File: config.mk
export PLATFORM = sky130hd
export DESIGN_NAME = seg_scanner
export DESIGN_NICKNAME = d
export VERILOG_FILES = /design/src/rtl/seg_scanner_pkg.sv /design/src/rtl/seg_scanner_hex_to_seg.sv /design/src/rtl/seg_scanner.sv
export SDC_FILE = /design/constraint.sdc
export NUM_CORES = 1
export LEC_CHECK = 0
export ABC_CLOCK_PERIOD_IN_PS = 2900
export CORE_AREA = 2 2 82 144
export CTS_BUF_LIST = sky130_fd_sc_hd__clkbuf_16
export DETAILED_ROUTE_END_ITERATION = 7
export DIE_AREA = 0 0 84 146
export PLACE_DENSITY = 0.57
export SLEW_MARGIN = 20
export SYNTH_ARGS = -nofsm -noshare
export SYNTH_HDL_FRONTEND = slang
export SYNTH_SLANG_ARGS = --single-unit
File: constraint.sdc
create_clock -name clk -period 2.9 [get_ports clk]
set_input_delay 0.725 -clock clk [delete_from_list [all_inputs] [get_ports clk]]
set_output_delay 0.725 -clock clk [all_outputs]
set_load 0.01 [all_outputs]
File: src/rtl/seg_scanner_pkg.sv
// Shared types and constants for the seven-segment scanner: FSM state,
// segment width and the active-high gfedcba hex font.
package seg_scanner_pkg;

  localparam int SEG_W = 7;

  typedef enum logic [1:0] {
    ST_IDLE  = 2'd0,
    ST_BLANK = 2'd1,
    ST_SHOW  = 2'd2
  } state_t;

  // Entry n is the active-high gfedcba pattern for hex digit n (index 15 first).
  localparam logic [15:0][SEG_W-1:0] HEX_SEG = {
    7'h71, 7'h79, 7'h5E, 7'h39, 7'h7C, 7'h77, 7'h6F, 7'h7F,
    7'h07, 7'h7D, 7'h6D, 7'h66, 7'h4F, 7'h5B, 7'h06, 7'h3F
  };

endpackage

File: src/rtl/seg_scanner_hex_to_seg.sv
// Combinational nibble-to-gfedcba decoder, active-high outputs.
module hex_to_seg
  import seg_scanner_pkg::*;
(
  input  logic [3:0]       nibble,
  output logic [SEG_W-1:0] seg
);

  assign seg = HEX_SEG[nibble];

endmodule

File: src/rtl/seg_scanner.sv
// Time-multiplexed seven-segment scanner with per-frame input snapshot.
// Optional: define SEG_LEADING_ZERO_BLANK_EN to auto-blank leading zeros.
module seg_scanner
  import seg_scanner_pkg::*;
#(
  parameter int NUM_DIGITS = 8,
  parameter int ACTIVE_LOW = 1
) (
  input  logic                    clk,
  input  logic                    reset,
  input  logic                    scan_clk,
  input  logic [4*NUM_DIGITS-1:0] digits,
  input  logic [NUM_DIGITS-1:0]   dp_in,
  input  logic [NUM_DIGITS-1:0]   blank_in,
  output logic [NUM_DIGITS-1:0]   an,
  output logic [SEG_W-1:0]        seg,
  output logic                    dp,
  output logic                    frame_start
);

  localparam int                IDX_W    = $clog2(NUM_DIGITS);
  localparam logic [IDX_W-1:0]  LAST_IDX = IDX_W'(NUM_DIGITS - 1);
  localparam logic              POL      = (ACTIVE_LOW != 0);

  state_t                        state;
  logic [IDX_W-1:0]              idx;
  logic                          scan_q;
  logic                          tick;
  logic                          take_snap;
  logic [NUM_DIGITS-1:0][3:0]    snap_digits;
  logic [NUM_DIGITS-1:0]         snap_dp;
  logic [NUM_DIGITS-1:0]         snap_blank;
  logic [NUM_DIGITS-1:0]         lz_mask;
  logic [NUM_DIGITS-1:0]         onehot;
  logic [SEG_W-1:0]              dec_seg;

  // scan_clk is data in the clk domain; a rising edge is a scan step.
  assign tick      = scan_clk & ~scan_q;
  assign take_snap = tick && ((state == ST_IDLE) ||
                              (state == ST_SHOW && idx == LAST_IDX));

`ifdef SEG_LEADING_ZERO_BLANK_EN
  // Digits above the highest nonzero digit go dark; digit 0 always shows.
  always_comb begin
    logic seen;
    seen    = 1'b0;
    lz_mask = '0;
    for (int i = NUM_DIGITS - 1; i >= 1; i--) begin
      if (digits[4*i +: 4] != 4'h0) seen = 1'b1;
      lz_mask[i] = ~seen;
    end
  end
`else
  assign lz_mask = '0;
`endif

  // NOTE: every always_comb output gets a default first so no latch is inferred.
  always_comb begin
    onehot      = '0;
    onehot[idx] = 1'b1;
  end

  hex_to_seg u_dec (
    .nibble (snap_digits[idx]),
    .seg    (dec_seg)
  );

  // NOTE: the snapshot registers are reset explicitly even though they behave
  // like storage, so a frame can never show power-up garbage.
  always_ff @(posedge clk or posedge reset) begin
    if (reset) begin
      snap_digits <= '0;
      snap_dp     <= '0;
      snap_blank  <= '0;
    end else if (take_snap) begin
      snap_digits <= digits;
      snap_dp     <= dp_in;
      snap_blank  <= blank_in | lz_mask;
    end
  end

  // NOTE: state is updated with non-blocking assignments only, so every
  // register sees pre-edge values regardless of statement order.
  always_ff @(posedge clk or posedge reset) begin
    if (reset) begin
      state       <= ST_IDLE;
      idx         <= '0;
      scan_q      <= 1'b0;
      frame_start <= 1'b0;
      an          <= {NUM_DIGITS{POL}};
      seg         <= {SEG_W{POL}};
      dp          <= POL;
    end else begin
      scan_q      <= scan_clk;
      frame_start <= take_snap;
      case (state)
        ST_IDLE: begin
          if (tick) begin
            state <= ST_BLANK;
            idx   <= '0;
          end
        end
        ST_BLANK: begin
          state <= ST_SHOW;
          an    <= onehot ^ {NUM_DIGITS{POL}};
          seg   <= (snap_blank[idx] ? '0 : dec_seg) ^ {SEG_W{POL}};
          dp    <= (snap_dp[idx] & ~snap_blank[idx]) ^ POL;
        end
        ST_SHOW: begin
          if (tick) begin
            state <= ST_BLANK;
            an    <= {NUM_DIGITS{POL}};
            seg   <= {SEG_W{POL}};
            dp    <= POL;
            idx   <= (idx == LAST_IDX) ? '0 : idx + 1'b1;
          end
        end
        default: begin
          state <= ST_IDLE;
          an    <= {NUM_DIGITS{POL}};
          seg   <= {SEG_W{POL}};
          dp    <= POL;
        end
      endcase
    end
  end

endmodule

==> results of run 1 <==
==> cell type report <==
class                   instances  area share, %
clock buffers                   9           5.00
clock inverters                 7          0.723
inverters                       8          0.667
multi-input cells             165           32.9
flip-flops and latches         71           39.9
well taps                     132           3.67
repair buffers                 77           17.1
==> synth_stat cells (3+ instances only) <==
master     n
a21oi_1    6
a221oi_1   6
and3_1     4
buf_2      4
clkbuf_1   5
dfrtp_1   55
dfstp_2   16
ha_1       8
inv_1      7
mux2_2    54
mux2i_1    5
mux4_1     3
nand2_1   11
nand2b_1   5
nand3_1    4
nor2_1    10
nor2b_1    7
o21ai_0    5
o32a_1    11
==> per-layer routing <==
layer | track usage, % | up-vias | routed length [um] | part of all wire (%)
met2 | 23.0 | 51 | 4200 | 54
met5 | 0 | - | 0 | 0
met1 | 15.7 | 1125 | 3110 | 40
li1 | - | 1096 | - | -
met4 | 7.42 | 0 | 201 | 2.6
met3 | 2.38 | 12 | 238 | 3.1
==> report_power, final <==
group	internal [uW]	leakage (uW)	total, uW	switching, uW
Sequential	1280	0.000823	1440	153
Combinational	599	0.000919	1080	478
Clock	562	0.000133	952	389
==> sequential cells by signal, indices dropped and copies added, names as in the netlist <==
name	count
snap_digits	32
an	8
snap_blank	8
snap_dp	8
seg	7
idx	3
state	2
dp	1
frame_start	1
scan_q	1
==> kinds of logic after synthesis <==
group	Yosys count	share of synthesized area (%)
buf+inv	22	3.14
compound gates	44	10.7
flops	71	53.1
simple gates	49	7.50
fa+ha+maj	8	2.96
mux	64	22.6
==> metrics by stage <==
| step | hold slack [ns] | total power (uW) |
|---|---|---|
| after floorplan | 0.470 | 2140 |
| after global placement | 0.480 | 2530 |
| after detailed placement | 0.489 | 2540 |
| after CTS | 0.504 | 3510 |
| after global routing | 0.515 | 3670 |
| final | 0.502 | 3470 |
==> worst max-delay path by stage <==
stage                     slack (ns)  cells after the start              to
after CTS                       0.35                      9          seg[3]
after floorplan                 0.40                      1     frame_start
final                           0.36                      9          seg[3]
after global routing            0.19                      6          seg[6]
after detailed placement        0.31                      6  snap_digits[8]
after global placement          0.36                      6   snap_blank[3]
==> worst max-delay path: stages (launching register included) <==
cell	delay, ns
dfrtp_1	0.50
buf_4	0.23
nor2_1	0.16
a221oi_1	0.11
o22ai_1	0.46
inv_1	0.18
ha_1	0.33
nand2b_1	0.10
mux2i_1	0.07
o32a_1	0.32
==> flow_metrics.tcl, run 1 <==
set metrics [dict create \
    yosys_register_bits 71 \
    cts_hold_buf 0 \
    final_util_pct 40.8 \
    fill_cells 1068 \
    cts_root_buf "clkbuf_16" \
    num_rows 51 \
    overflow 0 \
    drtPass1Iterations 4 \
    grt_pass1_vias 2438 \
    placedInstanceArea_sq_mm 0.00424 \
    final_cell_mix "clkdlybuf4s50_1, dfrtp_1, mux2_2, dfstp_2" \
    fin_tns_setup_ns 0 \
    crit_fanout 10 \
    whs_path_depth 1 \
    antennaDiodeCount 0 \
    synth_top_flop_cell "dfrtp_1" \
    clock_skew_ns 0.00326 \
    synth_area_leaders "dfrtp_1, mux2_2, dfstp_2, o32a_1, ha_1" \
    place_ws_ns 0.312 \
    hold_path_end "snap_digits[15]" \
    wl_mm 7.75 \
    h-tree-depth 3 \
    hp-class "reg2reg" \
    wl_per_cell_um 16.5 \
    final_area_sq_mm 0.00450 \
    cts_resized 0 \
    vias 2284 \
    stdcell_count 469 \
    clkLatencyLatePin_ns 0.33 \
    ios 68 \
    synth_cell_types 42 \
    drive_above_1_share_pct 28.8 \
    p_leak_uw 0.00188 \
    worstMarginPinSlew_ns 0.718 \
    syn_inst 258 \
    finalSetupViolations 0 \
    layout_commonest_cell "clkdlybuf4s50_1" \
    status "finished clean" \
    peakVddDrop_mv 0.317 \
    place_inst 453 \
    clock-sinks 71 \
    hpwl_mm 5.88 \
    period_needed_ns 2.54 \
    netlist.top_cell.by_area "dfrtp_1" \
    die_h_um 146 \
    multi_input_area_sq_mm 0.00148 \
    path_clk_slew_ns 0.05 \
    postCtsSetupBuffers 0 \
    finalCritPeriodShare_pct 87.5 \
    drt-initial-drc-count 101 \
    r2r_cells 9 \
    cts_made_buffers 9 \
    worst-endpoint-arrival_ns 2.79 \
    dieArea_sq_mm 0.0123 \
    hold_violations 0 \
    die_w_um 84 \
    nets 391 \
    crit_start "idx[2]" \
    yosysTopAreaCellShare_pct 40.7 \
    yosysSeqAreaShare_pct 53.1 \
    remaining_drc_errors 0 \
    drtAntennaViolNets 0 \
    timing.rr.end "seg[3]" \
    viasPerCell 4.87 \
    synth_enable_flop_cells 0 \
    regToRegSetupSlack_ns 0.36 \
    antenna_found_initial 0 \
    port_buffers 67 \
    coreArea_sq_mm 0.0110 \
    clock_path_buffers 2 \
    synth_area_sq_mm 0.00338 \
    syn_to_final_growth_pct 33.0 \
    cp.required_ns 3.15 \
    critPathCaptureType "flop" \
    maxCapViolations 0 \
    synth.avg_cell_area_sq_um 13.1 \
    gp_congestion 0.811 \
    setup_ws_ns 0.363 \
    min_from "snap_digits[15]" \
    r2r-start "idx[2]" \
    grt_pass1_wl_mm 12.7 \
    slew_headroom_pct 52.0 \
    drv_slew 0 \
    grtUsageTotal_pct 13.4 \
    ys_warn_count 0 \
    start_util_pct 30.7 \
    grt_max_degree 50 \
    criticalPathCategory "reg2reg" \
    syn_nets 317 \
    cp-start-kind "flop" \
    max_freq_mhz 394 \
    tritoncts "built" \
    p_per_area_mw_per_mm2 770 \
    rsz0062_at_grt "false" \
    synthArstFlopShare_pct 100 \
    regArea_sq_mm 0.00180 \
]
(Power assumes the default switching activity.)
==> run 2: changes to the inputs <==
--- a/config.mk
+++ b/config.mk
@@ -10,6 +10,7 @@
 export CTS_BUF_LIST = sky130_fd_sc_hd__clkbuf_16
 export DETAILED_ROUTE_END_ITERATION = 7
 export DIE_AREA = 0 0 84 146
+export HOLD_SLACK_MARGIN = 0.03
 export PLACE_DENSITY = 0.57
 export SLEW_MARGIN = 20
 export SYNTH_ARGS = -nofsm -noshare
==> results of run 2 <==
The final DEF is identical to that of run 1; final timing and power are the same.
